File: src/rtl/avst_pkg.sv
// Shared types for the Avalon-ST receive buffer: beat payload and statistics FSM states.
package avst_pkg;

  localparam int unsigned BYTE_W = 8;

  typedef struct packed {
    logic              eop;
    logic [BYTE_W-1:0] data;
  } avst_beat_t;

  typedef enum logic {
    IDLE,
    IN_PKT
  } stat_state_t;

endpackage

File: src/rtl/avst_beat_fifo.sv
// Show-ahead FIFO of stream beats; the head entry is always visible on rd_beat.
module avst_beat_fifo
  import avst_pkg::*;
#(
  parameter int unsigned DEPTH = 16,
  parameter int unsigned CNT_W = $clog2(DEPTH) + 1
) (
  input  logic             clk,
  input  logic             reset,
  input  logic             push,
  input  avst_beat_t       wr_beat,
  input  logic             pop,
  output avst_beat_t       rd_beat,
  output logic [CNT_W-1:0] count,
  output logic             not_full
);

  localparam int unsigned PTR_W = $clog2(DEPTH);

  avst_beat_t       mem [DEPTH];
  logic [PTR_W-1:0] wr_ptr;
  logic [PTR_W-1:0] rd_ptr;
  logic [CNT_W-1:0] count_d;

  always_comb begin
    count_d = count;
    if (push && !pop) begin
      count_d = count + CNT_W'(1);
    end else if (pop && !push) begin
      count_d = count - CNT_W'(1);
    end
  end

  // Storage is cleared on reset so the head reads as zero while empty.
  always_ff @(posedge clk) begin
    if (reset) begin
      wr_ptr   <= '0;
      rd_ptr   <= '0;
      count    <= '0;
      not_full <= 1'b0;
      for (int i = 0; i < int'(DEPTH); i++) begin
        mem[i] <= '0;
      end
    end else begin
      if (push) begin
        mem[wr_ptr] <= wr_beat;
        wr_ptr      <= wr_ptr + PTR_W'(1);
      end
      if (pop) begin
        rd_ptr <= rd_ptr + PTR_W'(1);
      end
      count    <= count_d;
      not_full <= (count_d != CNT_W'(DEPTH));
    end
  end

  assign rd_beat = mem[rd_ptr];

endmodule

File: src/rtl/avst_rx_buffer.sv
// Avalon-ST byte-stream sink: buffers beats for a local consumer and reports
// per-packet length and modulo-256 byte sum on end-of-packet.
module avst_rx_buffer
  import avst_pkg::*;
#(
  parameter int unsigned DEPTH = 16,
  parameter int unsigned CNT_W = $clog2(DEPTH) + 1
) (
  input  logic              clk,
  input  logic              reset,
  input  logic [BYTE_W-1:0] data_in,
  input  logic              end_in,
  input  logic              valid_in,
  output logic              ready_in,
  output logic [BYTE_W-1:0] rd_data,
  output logic              rd_end,
  output logic              rd_valid,
  input  logic              rd_ready,
  output logic              pkt_avail,
  output logic              stat_valid,
  output logic [BYTE_W-1:0] stat_len,
  output logic [BYTE_W-1:0] stat_sum
);

  localparam logic [BYTE_W-1:0] LEN_MAX = '1;

  logic             push;
  logic             pop;
  avst_beat_t       wr_beat;
  avst_beat_t       rd_beat;
  logic [CNT_W-1:0] count;
  logic [CNT_W-1:0] pkts;
  logic [CNT_W-1:0] pkts_d;

  stat_state_t       state;
  stat_state_t       state_d;
  logic [BYTE_W-1:0] acc_len;
  logic [BYTE_W-1:0] acc_len_d;
  logic [BYTE_W-1:0] acc_sum;
  logic [BYTE_W-1:0] acc_sum_d;
  logic [BYTE_W-1:0] base_len;
  logic [BYTE_W-1:0] base_sum;
  logic [BYTE_W-1:0] next_len;
  logic [BYTE_W-1:0] next_sum;
  logic              stat_valid_d;
  logic [BYTE_W-1:0] stat_len_d;
  logic [BYTE_W-1:0] stat_sum_d;

  assign push     = valid_in && ready_in;
  assign pop      = rd_valid && rd_ready;
  assign wr_beat  = '{eop: end_in, data: data_in};
  assign rd_valid = (count != '0);
  assign rd_data  = rd_beat.data;
  assign rd_end   = rd_beat.eop;

  avst_beat_fifo #(
    .DEPTH (DEPTH),
    .CNT_W (CNT_W)
  ) u_fifo (
    .clk      (clk),
    .reset    (reset),
    .push     (push),
    .wr_beat  (wr_beat),
    .pop      (pop),
    .rd_beat  (rd_beat),
    .count    (count),
    .not_full (ready_in)
  );

  // Stored complete packets: end beats pushed minus end beats popped.
  always_comb begin
    pkts_d = pkts;
    if ((push && end_in) && !(pop && rd_end)) begin
      pkts_d = pkts + CNT_W'(1);
    end else if ((pop && rd_end) && !(push && end_in)) begin
      pkts_d = pkts - CNT_W'(1);
    end
  end

  // Statistics FSM next-state and accumulator update.
  always_comb begin
    state_d      = state;
    acc_len_d    = acc_len;
    acc_sum_d    = acc_sum;
    stat_valid_d = 1'b0;
    stat_len_d   = stat_len;
    stat_sum_d   = stat_sum;
    base_len     = '0;
    base_sum     = '0;
    case (state)
      IN_PKT: begin
        base_len = acc_len;
        base_sum = acc_sum;
      end
      default: begin
        base_len = '0;
        base_sum = '0;
      end
    endcase
    next_len = (base_len == LEN_MAX) ? LEN_MAX : base_len + BYTE_W'(1);
    next_sum = base_sum + data_in;
    if (push) begin
      if (end_in) begin
        stat_len_d   = next_len;
        stat_sum_d   = next_sum;
        stat_valid_d = 1'b1;
        state_d      = IDLE;
      end else begin
        acc_len_d = next_len;
        acc_sum_d = next_sum;
        state_d   = IN_PKT;
      end
    end
  end

  always_ff @(posedge clk) begin
    if (reset) begin
      state      <= IDLE;
      acc_len    <= '0;
      acc_sum    <= '0;
      stat_valid <= 1'b0;
      stat_len   <= '0;
      stat_sum   <= '0;
      pkts       <= '0;
      pkt_avail  <= 1'b0;
    end else begin
      state      <= state_d;
      acc_len    <= acc_len_d;
      acc_sum    <= acc_sum_d;
      stat_valid <= stat_valid_d;
      stat_len   <= stat_len_d;
      stat_sum   <= stat_sum_d;
      pkts       <= pkts_d;
      pkt_avail  <= (pkts_d != '0);
    end
  end

endmodule

File: config.mk
export PLATFORM = sky130hd
export DESIGN_NAME = avst_rx_buffer
export DESIGN_NICKNAME = d
export VERILOG_FILES = /design/src/rtl/avst_pkg.sv /design/src/rtl/avst_beat_fifo.sv /design/src/rtl/avst_rx_buffer.sv
export SDC_FILE = /design/constraint.sdc
export NUM_CORES = 1
export LEC_CHECK = 0
export BUFFER_PORTS_ARGS = -buffer_cell sky130_fd_sc_hd__buf_2
export CORE_ASPECT_RATIO = 0.8
export CORE_MARGIN = 3
export CORE_UTILIZATION = 50
export CTS_BUF_LIST = sky130_fd_sc_hd__clkbuf_16
export CTS_CLUSTER_DIAMETER = 60
export DETAILED_ROUTE_END_ITERATION = 6
export PLACE_DENSITY = 0.7
export REMOVE_ABC_BUFFERS = 1
export SLEW_MARGIN = 0
export SYNTH_ARGS = -nofsm -noshare
export SYNTH_HDL_FRONTEND = slang
export SYNTH_SLANG_ARGS = --single-unit
File: constraint.sdc
create_clock -name clk -period 3.74 [get_ports clk]
set_clock_uncertainty 0.2 [all_clocks]
set_input_delay 0.187 -clock clk [delete_from_list [all_inputs] [get_ports clk]]
set_output_delay 0.187 -clock clk [all_outputs]
set_load 0.005 [all_outputs]
==> results.yml, run 1 <==
logic_synthesis:
  yosysWarnings: 0
  synth_top_family_by_area: "simple AND/OR/NAND/NOR gates"
  post_synth_instance_area_um2: 9460
  synth_xor_area_share_pct: 2.50
  synthSimpleGateAreaFrac_pct: 18.4
  synth_flop_cell: "sky130_fd_sc_hd__edfxtp_1"
  synthesis.instances: 746
  synth_seq_area_share_pct: 58.0
  syn-mean-instance-area_um2: 12.7
  synth_enable_flop_cells: 144
  asyncSetResetFlopFracSynth_pct: 0
  yosys_register_bits: 202
  yosys-mux-area-fraction_pct: 11.3
  compound_gate_fraction_of_synth_area_pct: 4.66
  post_synth_fa_ha_maj_area_fraction_pct: 2.57
  synthDistinctLibCells: 50
route:
  finalWirelength_mm: 20.4
  drc: 0
  first_drt_iteration_drcs: 527
  routed_via_density: 5.63
  num_vias: 5888
  final_antenna_net_count: 0
  detailedRoute.firstPassIterationCount: 5
  detail_route.wl_per_cell_um: 19.5
final_layout:
  proportion_of_layout_cells_with_a_drive_suffix_above_1_pct: 18.4
  antenna_cells: 0
  utilization_pct: 57.3
  design_area_um2: 10500
  area_growth_pct: 11.0
  num-nets-final: 809
clocking:
  ctsHoldBuffers: 1
  cts.sinks: 202
  cts.root.buffer_cell: "sky130_fd_sc_hd__clkbuf_16"
  post-cts-setup-buffer-count: 0
  cts_buffer_depth: 3
  worstSkewPairLatency_ns: 0.50
  cts_buffers: 21
  path_clk_slew_ns: 0.06
  postCtsResizedCells: 0
  cts_tree: "yes"
  htreeDepth: 1
worst_hold_path:
  holdCritStartpoint: "data_in[7]"
  hold-path-endpoint: "u_fifo.mem[8][7]"
  hold-path-cell-count: 2
  hold_class: "in -> reg"
floorplanning:
  initial_standard_cell_utilization_of_the_core_pct: 51.6
  count_of_pins_on_the_block_boundary: 42
  die_area_um2: 20600
  die_w_um: 160
  die_h_um: 129
  std_cell_rows: 44
  core_um2: 18300
grt:
  global_route_wire_length_before_repair_mm: 32.8
  globalRoute.totalOverflow: 0
  vias_in_the_first_global_route: 5853
  antenna_found_initial: 0
  grtUsageTotal_pct: 20.2
  maximum_number_of_pins_on_one_net_before_global_route_repair: 72
worst_setup_path:
  critical_path_fanouts_max: 24
  r2r_setup_slack_ns: 0.82
  setup.worst_path.start_class: "register"
  critical_path_arrival_ns: 2.94
  critical_path_class: "reg -> out"
  setup.worst_path.end_class: "output pin"
  timing.critical_path.cells: "buf_4 > mux4_2 > mux4_2 > buf_2"
  cpMostUsedCell: "sky130_fd_sc_hd__mux4_2"
  timing.critical_path.required_ns: 3.35
  critical_path.slowest_cell: "sky130_fd_sc_hd__dfxtp_2"
  worstReg2RegEnd: "pkt_avail"
  reg2regPathDepth: 7
  critical_path.max_stage_delay_ns: 0.64
placed_design:
  post-dp-hpwl_mm: 13.8
  port-buffer-count: 41
  detailed_place.area_um2: 9870
  routabilityCongestion: 0.778
timing:
  slew_violations: 0
  slew-limit-headroom_pct: 50.4
  hold_violations: 0
  max_freq_ghz: 0.300
  grt_setup_unrepaired: "false"
  totalNegativeSetupSlack_ns: 0
  timing.final.setup_violations: 0
  post-route-min-period_ns: 3.33
  tightest_slew_ns: 0.741
  post-route-period-util_pct: 89.0
job:
  drv.max_cap_violation_count: 0
power:
  static_leak_nw: 3.89
  peakVddDrop_v: 0.000303
  power.density_cell_area_nw_per_um2: 517
run_status:
  status: "completed"
-- critical path: cells and delay by family, from the launching register on --
kind	cells	cell delay, ns
mux	2	1.13
flops	1	0.64
buf+inv	2	0.64
-- through the flow --
stage | total power, W | hold slack [ns] | worst slack, ns | instances
3_5_place_dp | 0.00357 | 0.243 | 0.802 | 1007
5_1_grt | 0.00566 | 0.0621 | 0.235 | 1045
6_report | 0.00543 | 0.0568 | 0.410 | 1045
2_1_floorplan | 0.00328 | 0.0494 | -0.0504 | 701
3_3_place_gp | 0.00352 | 0.240 | 0.865 | 1007
4_1_cts | 0.00547 | 0.0437 | 0.370 | 1045
-- logic make-up (layout without fill, tap and decap cells) --
logic type               Yosys count  count (layout)
AO/OA/AOI/OAI                     68              68
multiplexers                      51              51
XOR/XNOR                          27              27
AND/OR/NAND/NOR                  323             323
buffers and inverters             56             102
adder cells (fa/ha/maj)           19              19
flip-flops                       202             202
-- layout by cell type (no fill, tap or decap), types with 5 or more instances in the layout --
cell type,netlist,final
sky130_fd_sc_hd__clkbuf_16,0,21
sky130_fd_sc_hd__buf_2,4,41
sky130_fd_sc_hd__a211oi_1,14,14
sky130_fd_sc_hd__a21oi_1,30,30
sky130_fd_sc_hd__nand4_1,5,5
sky130_fd_sc_hd__inv_1,11,15
sky130_fd_sc_hd__xnor2_1,19,19
sky130_fd_sc_hd__nor2_1,57,57
sky130_fd_sc_hd__nand2_1,52,52
sky130_fd_sc_hd__mux2i_1,6,6
sky130_fd_sc_hd__mux4_2,43,43
sky130_fd_sc_hd__edfxtp_1,144,144
sky130_fd_sc_hd__buf_4,1,12
sky130_fd_sc_hd__and2_1,154,154
sky130_fd_sc_hd__nor3_1,14,14
sky130_fd_sc_hd__or2_2,16,16
sky130_fd_sc_hd__clkinv_1,0,6
sky130_fd_sc_hd__ha_1,17,17
sky130_fd_sc_hd__dfxtp_1,58,57
sky130_fd_sc_hd__xor2_1,8,8
sky130_fd_sc_hd__nand3_1,8,8
-- cell usage after synthesis (2+ instances only) --
cell                       instances  area (um^2)
sky130_fd_sc_hd__dfxtp_1          58         1160
sky130_fd_sc_hd__edfxtp_1        144         4320
sky130_fd_sc_hd__o31a_1            2         17.5
sky130_fd_sc_hd__nor4_1            3         18.8
sky130_fd_sc_hd__buf_1             2         7.51
sky130_fd_sc_hd__o21ai_0           4         20.0
sky130_fd_sc_hd__a21oi_1          30          150
sky130_fd_sc_hd__a31oi_1           3         18.8
sky130_fd_sc_hd__xnor2_1          19          166
sky130_fd_sc_hd__mux2i_1           6         60.1
sky130_fd_sc_hd__nor3_1           14         70.1
sky130_fd_sc_hd__o21bai_1          2         15.0
sky130_fd_sc_hd__buf_6             3         33.8
sky130_fd_sc_hd__nor2_1           57          214
sky130_fd_sc_hd__o211ai_1          2         15.0
sky130_fd_sc_hd__a211oi_1         14          105
sky130_fd_sc_hd__and2_1          154          963
sky130_fd_sc_hd__a311oi_1          3         26.3
sky130_fd_sc_hd__nand2b_1          3         18.8
sky130_fd_sc_hd__nand3_1           8         40.0
sky130_fd_sc_hd__nand2_1          52          195
sky130_fd_sc_hd__nand4_1           5         31.3
sky130_fd_sc_hd__buf_2             4         20.0
sky130_fd_sc_hd__xor2_1            8         70.1
sky130_fd_sc_hd__ha_1             17          213
sky130_fd_sc_hd__clkbuf_1         35          131
sky130_fd_sc_hd__and3_1            2         12.5
sky130_fd_sc_hd__mux4_2           43          968
sky130_fd_sc_hd__inv_1            11         41.3
sky130_fd_sc_hd__a21o_1            3         22.5
sky130_fd_sc_hd__or2_2            16          100
-- area by class of cell --
class	count	area, um^2
fillers	1440	7830
flip-flops and latches	202	5490
multi-input cells	488	3730
clock buffers	21	526
well taps	253	317
repair buffers	54	305
clock inverters	16	96.3
inverters	11	41.3
-- registers in the layout, summed over array words and instances (netlist names), 4 cells and up, named ones only --
signal         count
acc_len            8
acc_sum            8
pkts               5
stat_len           8
stat_sum           8
u_fifo.count       5
u_fifo.mem       144
u_fifo.rd_ptr      4
u_fifo.wr_ptr      4
-- worst max-delay path by stage --
stage                  start    endpoint  slack (ns)
floorplan           register   pkt_avail       -0.05
global placement    register   pkt_avail        0.87
detailed placement  register   pkt_avail        0.80
CTS                 register  rd_data[1]        0.37
global route        register  rd_data[3]        0.23
finish              register  rd_data[3]        0.41
-- metal layers --
| layer | GRT usage [%] | share of wire, % | up-vias |
|---|---|---|---|
| met3 | 2.86 | 4.9 | 31 |
| li1 | - | - | 2735 |
| met5 | 0 | 0 | - |
| met4 | 5.04 | 2.1 | 0 |
| met1 | 28.9 | 46 | 2957 |
| met2 | 33.2 | 47 | 165 |
-- power breakdown --
group	switching (W)	internal, W
sequential	0.000111	0.00251
combinational	0.000469	0.000425
clock	0.000824	0.00109
total	0.00140	0.00403
(Power assumes the default switching activity.)
==> run 2: changes to the inputs <==
Settings changed: REMOVE_ABC_BUFFERS 1 to default.
==> results.yml, run 2 (synthesis results as in run 1) <==
worst_setup_path:
  timing.critical_path.required_ns: 3.35
  setup.worst_path.start_class: "register"
  critical_path_arrival_ns: 2.76
  critical_path_fanouts_max: 33
  critical_path_class: "reg -> out"
  critical_path.reg2reg.startpoint: "u_fifo.count[0]"
  setup.worst_path.end_class: "output pin"
route:
  final_antenna_net_count: 0
  detail_route.wl_per_cell_um: 20.3
  num_vias: 5936
  drc: 0
  routed_via_density: 5.60
  first_drt_iteration_drcs: 555
  detailedRoute.firstPassIterationCount: 5
  finalWirelength_mm: 21.5
clocking:
  cts_buffers: 22
  htreeDepth: 1
  cts.root.buffer_cell: "sky130_fd_sc_hd__clkbuf_16"
  cts_buffer_depth: 3
  worstSkewPairLatency_ns: 0.50
  cts_tree: "yes"
  ctsHoldBuffers: 1
  postCtsResizedCells: 0
  post-cts-setup-buffer-count: 0
  path_clk_slew_ns: 0.06
  cts.sinks: 202
timing:
  tightest_slew_ns: 0.724
  hold_slack_ns: 0.0136
  timing.final.setup_violations: 0
  grt_setup_unrepaired: "false"
  slew-limit-headroom_pct: 51.7
  totalNegativeSetupSlack_ns: 0
  slew_violations: 0
  max_freq_ghz: 0.318
  hold_violations: 0
  post-route-period-util_pct: 84.0
  post-route-min-period_ns: 3.14
grt:
  vias_in_the_first_global_route: 5917
  global_route_wire_length_before_repair_mm: 33.8
  maximum_number_of_pins_on_one_net_before_global_route_repair: 72
  grtUsageTotal_pct: 21.1
  globalRoute.totalOverflow: 0
  antenna_found_initial: 0
worst_hold_path:
  holdCritStartpoint: "data_in[0]"
  hold_class: "in -> reg"
run_status:
  status: "completed"
final_layout:
  num-nets-final: 822
  area_growth_pct: 12.3
  layout_common_cells: "154 x sky130_fd_sc_hd__and2_1, 144 x sky130_fd_sc_hd__edfxtp_1, 57 x sky130_fd_sc_hd__nor2_1, 57 x sky130_fd_sc_hd__dfxtp_1, 52 x sky130_fd_sc_hd__nand2_1"
  largest-register: "u_fifo.mem"
  flip_flop_count_of_the_largest_register_after_layout: 144
  layout_commonest_cell: "sky130_fd_sc_hd__and2_1"
  proportion_of_layout_cells_with_a_drive_suffix_above_1_pct: 19.6
  antenna_cells: 0
floorplanning:
  initial_standard_cell_utilization_of_the_core_pct: 51.6
  core_um2: 18300
  count_of_pins_on_the_block_boundary: 42
  std_cell_rows: 44
  die_h_um: 129
  die_area_um2: 20600
  die_w_um: 160
job:
  drv.max_cap_violation_count: 0
power:
  power.density_cell_area_nw_per_um2: 515
  static_leak_nw: 3.99
  peakVddDrop_v: 0.000292
placed_design:
  routabilityCongestion: 0.850
  port-buffer-count: 41
  post-dp-hpwl_mm: 14.3
logic_synthesis:
  mappedNetlistNets: 777
==> run 2: area by class of cell <==
| class | count | area [um^2] |
|---|---|---|
| clock inverters | 17 | 71.3 |
| repair buffers | 66 | 395 |
| fillers | 1456 | 7720 |
| flip-flops and latches | 202 | 5490 |
| well taps | 253 | 317 |
| clock buffers | 23 | 576 |
| multi-input cells | 488 | 3730 |
| inverters | 11 | 41.3 |
==> run 2: metrics by stage <==
stage	cells	util [%]	power [W]	area (um^2)	setup slack [ns]
floorplan	746	-	0.00333	9460	0.866
global placement	1019	54.3	0.00352	9960	1.04
detailed placement	1019	54.3	0.00357	9960	0.927
CTS	1060	57.9	0.00551	10600	0.532
global route	1060	57.9	0.00570	10600	0.463
finish	1060	57.9	0.00546	10600	0.597
==> run 2: final timing paths <==
check / to / slack (ns) / cells after the start
max reg2reg: pkt_avail / 0.91 / 9
min reg2reg: stat_sum[3] / 0.25 / 2
max: rd_data[5] / 0.60 / 4
min: u_fifo.mem[15][0] / 0.01 / 2
==> run 2: worst max-delay path: stages (launching register included) <==
cell,delay (ns)
sky130_fd_sc_hd__dfxtp_2,0.40
sky130_fd_sc_hd__buf_4,0.55
sky130_fd_sc_hd__mux4_2,0.64
sky130_fd_sc_hd__mux4_2,0.49
sky130_fd_sc_hd__buf_2,0.15
==> run 2: power by group <==
part / total, W / switching, W / internal, W
clock: 0.00194 / 0.000836 / 0.00110
combinational: 0.000905 / 0.000479 / 0.000426
sequential: 0.00262 / 0.000103 / 0.00251
total: 0.00546 / 0.00142 / 0.00404
==> run 2: per-layer routing <==
layer,vias up,part of all wire [%],GRT usage (%)
met5,-,0,0
met4,0,1.7,4.32
met3,26,5.8,3.38
met2,186,47,34.0
met1,2960,46,30.9
li1,2764,-,-
